**config.mk**
```make
export PLATFORM = sky130hd
export DESIGN_NAME = otter_cu_fsm_mc_flat
export DESIGN_NICKNAME = d
export VERILOG_FILES = /design/src/rtl/otter_pkg.sv /design/src/rtl/otter_cu_fsm_mc_if.sv /design/src/rtl/otter_cu_wait_timer.sv /design/src/rtl/otter_cu_fsm_mc.sv /design/src/flat_wrapper.sv
export SDC_FILE = /design/constraint.sdc
export NUM_CORES = 1
export LEC_CHECK = 0
export CAP_MARGIN = 20
export CORE_MARGIN = 2
export CORE_UTILIZATION = 40
export DETAILED_ROUTE_END_ITERATION = 16
export GPL_ROUTABILITY_DRIVEN = 1
export GPL_TIMING_DRIVEN = 0
export HOLD_SLACK_MARGIN = 0.02
export PLACE_DENSITY = 0.87
export SYNTH_ARGS = -nofsm -noshare
export SYNTH_HDL_FRONTEND = slang
export SYNTH_SLANG_ARGS = --single-unit
```
**constraint.sdc**
```tcl
create_clock -name CLK -period 1.7 [get_ports CLK]
set_input_delay 0.17 -clock CLK [delete_from_list [all_inputs] [get_ports CLK]]
set_output_delay 0.17 -clock CLK [all_outputs]
set_load 0.02 [all_outputs]
```
**src/rtl/otter_pkg.sv**
```systemverilog
// otter_pkg: shared OTTER opcode, SYSTEM funct3 and control-unit state encodings
package otter_pkg;

    typedef enum logic [6:0] {
        LUI    = 7'b0110111,
        AUIPC  = 7'b0010111,
        JAL    = 7'b1101111,
        JALR   = 7'b1100111,
        BRANCH = 7'b1100011,
        LOAD   = 7'b0000011,
        STORE  = 7'b0100011,
        OP_IMM = 7'b0010011,
        OP     = 7'b0110011,
        SYSTEM = 7'b1110011
    } opcode_t;

    typedef enum logic [2:0] {
        F3_PRIV   = 3'b000,
        F3_CSRRW  = 3'b001,
        F3_CSRRS  = 3'b010,
        F3_CSRRC  = 3'b011,
        F3_CSRRWI = 3'b101,
        F3_CSRRSI = 3'b110,
        F3_CSRRCI = 3'b111
    } funct3_system_t;

    typedef enum logic [2:0] {
        ST_FETCH = 3'd0,
        ST_EXEC  = 3'd1,
        ST_MEM   = 3'd2,
        ST_INTR  = 3'd3,
        ST_ERR   = 3'd4
    } cu_state_t;

endpackage

```
**src/rtl/otter_cu_fsm_mc_if.sv**
```systemverilog
// otter_cu_fsm_mc_if: control-unit decode inputs, memory handshake and write strobes
interface otter_cu_fsm_mc_if;
    logic [6:0] CU_OPCODE;
    logic [2:0] CU_FUNC3;
    logic       CU_INT;
    logic       CU_MIE;
    logic       CU_MEM_RDY;
    logic       CU_IR_WE;
    logic       CU_PC_WRITE;
    logic       CU_REG_WRITE;
    logic       CU_MEM_RDEN1;
    logic       CU_MEM_RDEN2;
    logic       CU_MEM_WE2;
    logic       CU_CSR_WE;
    logic       CU_INT_TAKEN;
    logic       CU_MRET_EXEC;
    logic       CU_MEM_ERR;
    logic [2:0] CU_STATE;

    modport master (
        input  CU_OPCODE, CU_FUNC3, CU_INT, CU_MIE, CU_MEM_RDY,
        output CU_IR_WE, CU_PC_WRITE, CU_REG_WRITE, CU_MEM_RDEN1, CU_MEM_RDEN2,
               CU_MEM_WE2, CU_CSR_WE, CU_INT_TAKEN, CU_MRET_EXEC, CU_MEM_ERR, CU_STATE
    );

    modport slave (
        output CU_OPCODE, CU_FUNC3, CU_INT, CU_MIE, CU_MEM_RDY,
        input  CU_IR_WE, CU_PC_WRITE, CU_REG_WRITE, CU_MEM_RDEN1, CU_MEM_RDEN2,
               CU_MEM_WE2, CU_CSR_WE, CU_INT_TAKEN, CU_MRET_EXEC, CU_MEM_ERR, CU_STATE
    );
endinterface

```
**src/rtl/otter_cu_wait_timer.sv**
```systemverilog
// otter_cu_wait_timer: counts consecutive memory wait cycles and flags the last allowed one
module otter_cu_wait_timer #(
    parameter int MEM_LATENCY_MAX = 15
) (
    input  logic CLK,
    input  logic RST_N,
    input  logic clr_i,
    input  logic cnt_i,
    output logic expired_o
);
    localparam int W = ($clog2(MEM_LATENCY_MAX + 1) < 1) ? 1 : $clog2(MEM_LATENCY_MAX + 1);

    logic [W-1:0] cnt_q, cnt_d;

    // next count: clear wins over increment
    always_comb cnt_d = clr_i ? '0 : cnt_i ? cnt_q + W'(1) : cnt_q;

    // wait-cycle counter
    always_ff @(posedge CLK or negedge RST_N)
        if (!RST_N) cnt_q <= '0;
        else        cnt_q <= cnt_d;

    // high during the final permitted wait cycle; a zero limit never expires
    assign expired_o = (MEM_LATENCY_MAX != 0) && (cnt_q == W'(MEM_LATENCY_MAX - 1));
endmodule

```
**src/rtl/otter_cu_fsm_mc.sv**
```systemverilog
// otter_cu_fsm_mc: multicycle OTTER control FSM with variable-latency memory handshake
module otter_cu_fsm_mc
    import otter_pkg::*;
#(
    parameter int MEM_LATENCY_MAX = 15,
    parameter int HAS_INT         = 1
) (
    input logic               CLK,
    input logic               RST_N,
    otter_cu_fsm_mc_if.master cu
);
    cu_state_t state_q, state_d;
    logic      is_load_q, is_load_d;
    logic      rdy, int_req, waiting, expired, csr;
    logic      ir_we, pc_write, reg_write, rden1, rden2, we2, csr_we, int_taken, mret_exec, mem_err;

    assign rdy     = cu.CU_MEM_RDY;
    assign int_req = (HAS_INT != 0) & cu.CU_INT & cu.CU_MIE;
    assign waiting = (state_q == ST_FETCH || state_q == ST_MEM) && !rdy;
    assign csr     = cu.CU_FUNC3 != F3_PRIV;

    otter_cu_wait_timer #(.MEM_LATENCY_MAX(MEM_LATENCY_MAX)) u_timer (
        .CLK       (CLK),
        .RST_N     (RST_N),
        .clr_i     (!waiting),
        .cnt_i     (waiting),
        .expired_o (expired)
    );

    // Mealy strobes and next state from the registered state plus RDY/INT
    always_comb begin
        state_d   = state_q;
        is_load_d = is_load_q;
        ir_we     = 1'b0;
        pc_write  = 1'b0;
        reg_write = 1'b0;
        rden1     = 1'b0;
        rden2     = 1'b0;
        we2       = 1'b0;
        csr_we    = 1'b0;
        int_taken = 1'b0;
        mret_exec = 1'b0;
        mem_err   = 1'b0;
        case (state_q)
            ST_FETCH: begin
                rden1   = 1'b1;
                ir_we   = rdy;
                state_d = rdy ? ST_EXEC : expired ? ST_ERR : ST_FETCH;
            end
            ST_EXEC: begin
                pc_write = 1'b1;
                case (opcode_t'(cu.CU_OPCODE))
                    OP, OP_IMM, LUI, AUIPC, JAL, JALR: reg_write = 1'b1;
                    LOAD, STORE: begin
                        pc_write  = 1'b0;
                        is_load_d = cu.CU_OPCODE == LOAD;
                    end
                    SYSTEM: begin
                        reg_write = csr;
                        csr_we    = csr;
                        mret_exec = !csr;
                    end
                    default: ;
                endcase
                state_d = !pc_write ? ST_MEM : int_req ? ST_INTR : ST_FETCH;
            end
            ST_MEM: begin
                rden2     = is_load_q;
                we2       = !is_load_q;
                pc_write  = rdy;
                reg_write = rdy & is_load_q;
                state_d   = rdy ? (int_req ? ST_INTR : ST_FETCH) : expired ? ST_ERR : ST_MEM;
            end
            ST_INTR: begin
                int_taken = 1'b1;
                pc_write  = 1'b1;
                state_d   = ST_FETCH;
            end
            ST_ERR: mem_err = 1'b1;
            default: state_d = ST_FETCH;
        endcase
    end

    // state and access-type registers
    always_ff @(posedge CLK or negedge RST_N)
        if (!RST_N) begin
            state_q   <= ST_FETCH;
            is_load_q <= 1'b0;
        end else begin
            state_q   <= state_d;
            is_load_q <= is_load_d;
        end

    assign cu.CU_IR_WE     = RST_N & ir_we;
    assign cu.CU_PC_WRITE  = RST_N & pc_write;
    assign cu.CU_REG_WRITE = RST_N & reg_write;
    assign cu.CU_MEM_RDEN1 = RST_N & rden1;
    assign cu.CU_MEM_RDEN2 = RST_N & rden2;
    assign cu.CU_MEM_WE2   = RST_N & we2;
    assign cu.CU_CSR_WE    = RST_N & csr_we;
    assign cu.CU_INT_TAKEN = RST_N & int_taken;
    assign cu.CU_MRET_EXEC = RST_N & mret_exec;
    assign cu.CU_MEM_ERR   = RST_N & mem_err;
    assign cu.CU_STATE     = RST_N ? state_q : ST_FETCH;
endmodule

```
**src/flat_wrapper.sv**
```systemverilog
// flat-port wrapper written by rule: the top's interface ports become plain ports
module otter_cu_fsm_mc_flat import otter_pkg::*;
#(
    parameter int MEM_LATENCY_MAX = 15,
    parameter int HAS_INT         = 1
)
  (CLK, RST_N, cu_CU_OPCODE, cu_CU_FUNC3, cu_CU_INT, cu_CU_MIE, cu_CU_MEM_RDY, cu_CU_IR_WE, cu_CU_PC_WRITE, cu_CU_REG_WRITE, cu_CU_MEM_RDEN1, cu_CU_MEM_RDEN2, cu_CU_MEM_WE2, cu_CU_CSR_WE, cu_CU_INT_TAKEN, cu_CU_MRET_EXEC, cu_CU_MEM_ERR, cu_CU_STATE);
  otter_cu_fsm_mc_if cu_i ();
  input logic CLK;
  input logic RST_N;
  input wire logic [$bits(cu_i.CU_OPCODE)-1:0] cu_CU_OPCODE;
  input wire logic [$bits(cu_i.CU_FUNC3)-1:0] cu_CU_FUNC3;
  input wire logic [$bits(cu_i.CU_INT)-1:0] cu_CU_INT;
  input wire logic [$bits(cu_i.CU_MIE)-1:0] cu_CU_MIE;
  input wire logic [$bits(cu_i.CU_MEM_RDY)-1:0] cu_CU_MEM_RDY;
  output wire logic [$bits(cu_i.CU_IR_WE)-1:0] cu_CU_IR_WE;
  output wire logic [$bits(cu_i.CU_PC_WRITE)-1:0] cu_CU_PC_WRITE;
  output wire logic [$bits(cu_i.CU_REG_WRITE)-1:0] cu_CU_REG_WRITE;
  output wire logic [$bits(cu_i.CU_MEM_RDEN1)-1:0] cu_CU_MEM_RDEN1;
  output wire logic [$bits(cu_i.CU_MEM_RDEN2)-1:0] cu_CU_MEM_RDEN2;
  output wire logic [$bits(cu_i.CU_MEM_WE2)-1:0] cu_CU_MEM_WE2;
  output wire logic [$bits(cu_i.CU_CSR_WE)-1:0] cu_CU_CSR_WE;
  output wire logic [$bits(cu_i.CU_INT_TAKEN)-1:0] cu_CU_INT_TAKEN;
  output wire logic [$bits(cu_i.CU_MRET_EXEC)-1:0] cu_CU_MRET_EXEC;
  output wire logic [$bits(cu_i.CU_MEM_ERR)-1:0] cu_CU_MEM_ERR;
  output wire logic [$bits(cu_i.CU_STATE)-1:0] cu_CU_STATE;
  assign cu_i.CU_OPCODE = cu_CU_OPCODE;
  assign cu_i.CU_FUNC3 = cu_CU_FUNC3;
  assign cu_i.CU_INT = cu_CU_INT;
  assign cu_i.CU_MIE = cu_CU_MIE;
  assign cu_i.CU_MEM_RDY = cu_CU_MEM_RDY;
  assign cu_CU_IR_WE = cu_i.CU_IR_WE;
  assign cu_CU_PC_WRITE = cu_i.CU_PC_WRITE;
  assign cu_CU_REG_WRITE = cu_i.CU_REG_WRITE;
  assign cu_CU_MEM_RDEN1 = cu_i.CU_MEM_RDEN1;
  assign cu_CU_MEM_RDEN2 = cu_i.CU_MEM_RDEN2;
  assign cu_CU_MEM_WE2 = cu_i.CU_MEM_WE2;
  assign cu_CU_CSR_WE = cu_i.CU_CSR_WE;
  assign cu_CU_INT_TAKEN = cu_i.CU_INT_TAKEN;
  assign cu_CU_MRET_EXEC = cu_i.CU_MRET_EXEC;
  assign cu_CU_MEM_ERR = cu_i.CU_MEM_ERR;
  assign cu_CU_STATE = cu_i.CU_STATE;
  otter_cu_fsm_mc #(.MEM_LATENCY_MAX(MEM_LATENCY_MAX), .HAS_INT(HAS_INT)) u_core (.CLK(CLK), .RST_N(RST_N), .cu(cu_i));
endmodule
```
==> results.py <==
metrics = {
    "sta": {
        "clock_skew_ps": 14.1,
        "setup_slack_ps": -72.1,
        "fin_setup_tns_ps": -72.1,
        "fin_crit_ps": 1770,
        "clock.fmax_mhz": 564,
        "maxSlewViolCount": 0,
        "worst_hold_slack_ps": 492,
        "maxSlewHeadroom_pct": 76.3,
        "hold_viol": 0,
        "rsz0062_at_grt": "true",
        "fin_crit_sh_pct": 104,
        "setup_violations": 1,
        "tightestPinTransition_ps": 355,
    },
    "drt": {
        "vias_per_cell": 5.57,
        "drt_wl_total_mm": 1.85,
        "drt_iter0_drc": 32,
        "firstDrtPassIters": 4,
        "routedWlPerCell_um": 14.6,
        "postRouteAntennaNets": 0,
        "drc": 0,
        "vias": 707,
    },
    "clock_network": {
        "cts_buffer_depth": 2,
        "numCtsBuffers": 3,
        "clock-root-buffer": "clkbuf_4",
        "clk_latency_ps": 260,
        "cts.clk_slew.worst_paths_ps": 60,
        "cts_sinks": 8,
        "htree_num_levels": 1,
        "cts_tree": "done",
    },
    "yosys": {
        "syn_nets": 88,
        "synthCells": 71,
        "synth-seq-cells": 8,
        "ys_seq_area_share_pct": 32.4,
        "syn_avg_cell_area_sq_um": 8.71,
        "synth_top_area_share_pct": 32.4,
        "synth_area_sq_um": 618,
        "yosys.area.top_type": "dfrtp_1",
        "yosysWarnings": 0,
        "yosysUniqueCellTypes": 36,
        "synth.area.top_cells": "dfrtp_1, nor2_1, inv_1",
    },
    "finish": {
        "n_antenna_cell": 0,
        "syn_to_final_growth_pct": 62.8,
        "stdcell_count": 127,
        "layout-drive-gt1-share_pct": 27.9,
        "layout_common_cells": "clkdlybuf4s50_1, buf_4, dfrtp_1, inv_1, nor2_1",
        "nNetsFinal": 130,
        "utilization_pct": 68.4,
        "final_common_cell": "clkdlybuf4s50_1",
    },
    "placed_design": {
        "dp_hpwl_mm": 1.21,
        "portBuffers": 27,
        "place_inst": 114,
        "gp_congestion": 0.737,
    },
    "global_routing": {
        "grt_first_pass_wirelength_mm": 2.71,
        "grtUsageMet1_pct": 27.2,
        "grt_pass1_vias": 594,
        "antenna_found_initial": 0,
        "grt_util_met2_pct": 29.0,
        "grt_max_degree": 10,
        "track_usage_pct": 19.2,
        "grt_util_met3_pct": 7.23,
        "grt.busiest_layer": "met2",
        "grt_overflow_total": 0,
    },
    "worst_setup_path": {
        "cp.required_ps": 1530,
        "path_class": "reg -> out",
        "crit_slowest_cell": "dfrtp_1",
        "worstPathCellList": "buf_6 -> nor3b_4 -> nand4_1 -> a311oi_1 -> buf_2",
        "cp_slowest_stage_delay_ps": 370,
        "path_max_fanout": 7,
        "cp-end-kind": "primary output",
        "critPathLaunchType": "flop",
        "crit_arrival_ps": 1600,
    },
    "floorplanning": {
        "dieArea_sq_um": 1880,
        "num_rows": 14,
        "die_w_um": 43.3,
        "die_h_um": 43.3,
        "ios": 28,
        "start_util_pct": 42.0,
        "core_sq_um": 1470,
    },
    "pwr": {
        "power_leakage_uw": 0.000502,
        "pwr_density_cell_nw_per_um2": 635,
        "power_uw": 639,
        "peakVddDrop_mv": 0.468,
    },
    "job": {
        "drv_cap": 0,
    },
    "worst_hold_path": {
        "hold_class": "reg -> reg",
    },
    "status": {
        "violations": "setup timing",
        "status": "complete, but fails checks",
    },
}
-- worst max-delay path, delay by kind of cell (launching register included) --
family,cells,cell delay [ps]
simple gates,2,390
flops,1,370
buf+inv,2,330
compound gates,1,240
-- state kept, by name, indices dropped and copies added, names as in the netlist --
| register | cells |
|---|---|
| u_core.is_load_q | 1 |
| u_core.u_timer.cnt_q | 4 |
| u_core.state_q | 3 |
-- logic make-up (layout without fill, tap and decap cells) --
kind of cell             Yosys count  in the layout  synth area share, %
AO/OA/AOI/OAI                     10             10                 12.6
AND/OR/NAND/NOR                   36             36                 35.2
buffers and inverters             10             50                 8.10
multiplexers                       2              2                 3.44
XOR/XNOR                           3              3                 4.25
adder cells (fa/ha/maj)            2              2                 4.05
flip-flops                         8              8                 32.4
-- through the flow --
step | cell area [sq um] | setup slack, ps
final | 1010 | -72.1
after CTS | 948 | -89.1
after global routing | 1010 | -152
after floorplan | 618 | 40.2
after global placement | 908 | -562
after detailed placement | 908 | -548
-- worst paths after layout --
kind | from | to | slack, ps | cells past startpoint
setup / recovery | u_core.state_q[1]$_DFFE_PN0P_ | cu_CU_REG_WRITE | -70 | 5
hold / removal | u_core.u_timer.cnt_q[0]$_DFF_PN0_ | u_core.u_timer.cnt_q[0]$_DFF_PN0_ | 490 | 1
setup reg to reg | u_core.state_q[1]$_DFFE_PN0P_ | u_core.is_load_q$_DFFE_PN0P_ | 300 | 6
hold reg to reg | u_core.u_timer.cnt_q[0]$_DFF_PN0_ | u_core.u_timer.cnt_q[0]$_DFF_PN0_ | 490 | 1
max in group asynchronous | RST_N | u_core.u_timer.cnt_q[0]$_DFF_PN0_ | 900 | 2
min in group asynchronous | RST_N | u_core.is_load_q$_DFFE_PN0P_ | 530 | 2
-- cell type report --
cell class / instances / area [sq um]
fillers: 123 / 465
multi-input cells: 53 / 384
repair buffers: 37 / 323
flip-flops and latches: 8 / 200
plain buffers: 3 / 30.0
inverters: 7 / 26.3
clock buffers: 3 / 22.5
well taps: 16 / 20.0
-- synthesized netlist by cell type (all sizes together) --
cell type	instances
a2111o	1
a211o	1
a21boi	1
a21oi	2
a311oi	1
a31oi	1
and2	3
and3	3
and4	1
and4b	1
and4bb	1
buf	3
dfrtp	8
ha	2
inv	7
mux2	1
mux2i	1
nand2	3
nand2b	1
nand3	4
nand4	2
nand4b	1
nor2	9
nor2b	1
nor3	1
nor3b	2
nor4	2
o2111ai	1
o21ba	1
o22ai	1
or3	1
xnor2	2
xor2	1
-- where the power goes --
part / internal, uW / switching [uW] / total [uW]
clock network: 81.0 / 67.3 / 148
logic: 136 / 134 / 270
registers: 208 / 12.3 / 220
total: 425 / 214 / 639
-- metal layers --
layer  vias up  wire length (um)
met2        33               879
li1        338                 -
met5         -                 0
met1       336               841
met3         0               129
met4         0                 0
-- timing repair --
action                                  in CTS  in global routing
hold buffers                                 1                  0
endpoints found under the setup margin      13                  6
endpoints found under the hold margin        8                  0
resized for setup                           29                 15
pin swaps                                    1                  4
setup buffers                                2                  7
Note: power is estimated with default switching activity, not from simulation.
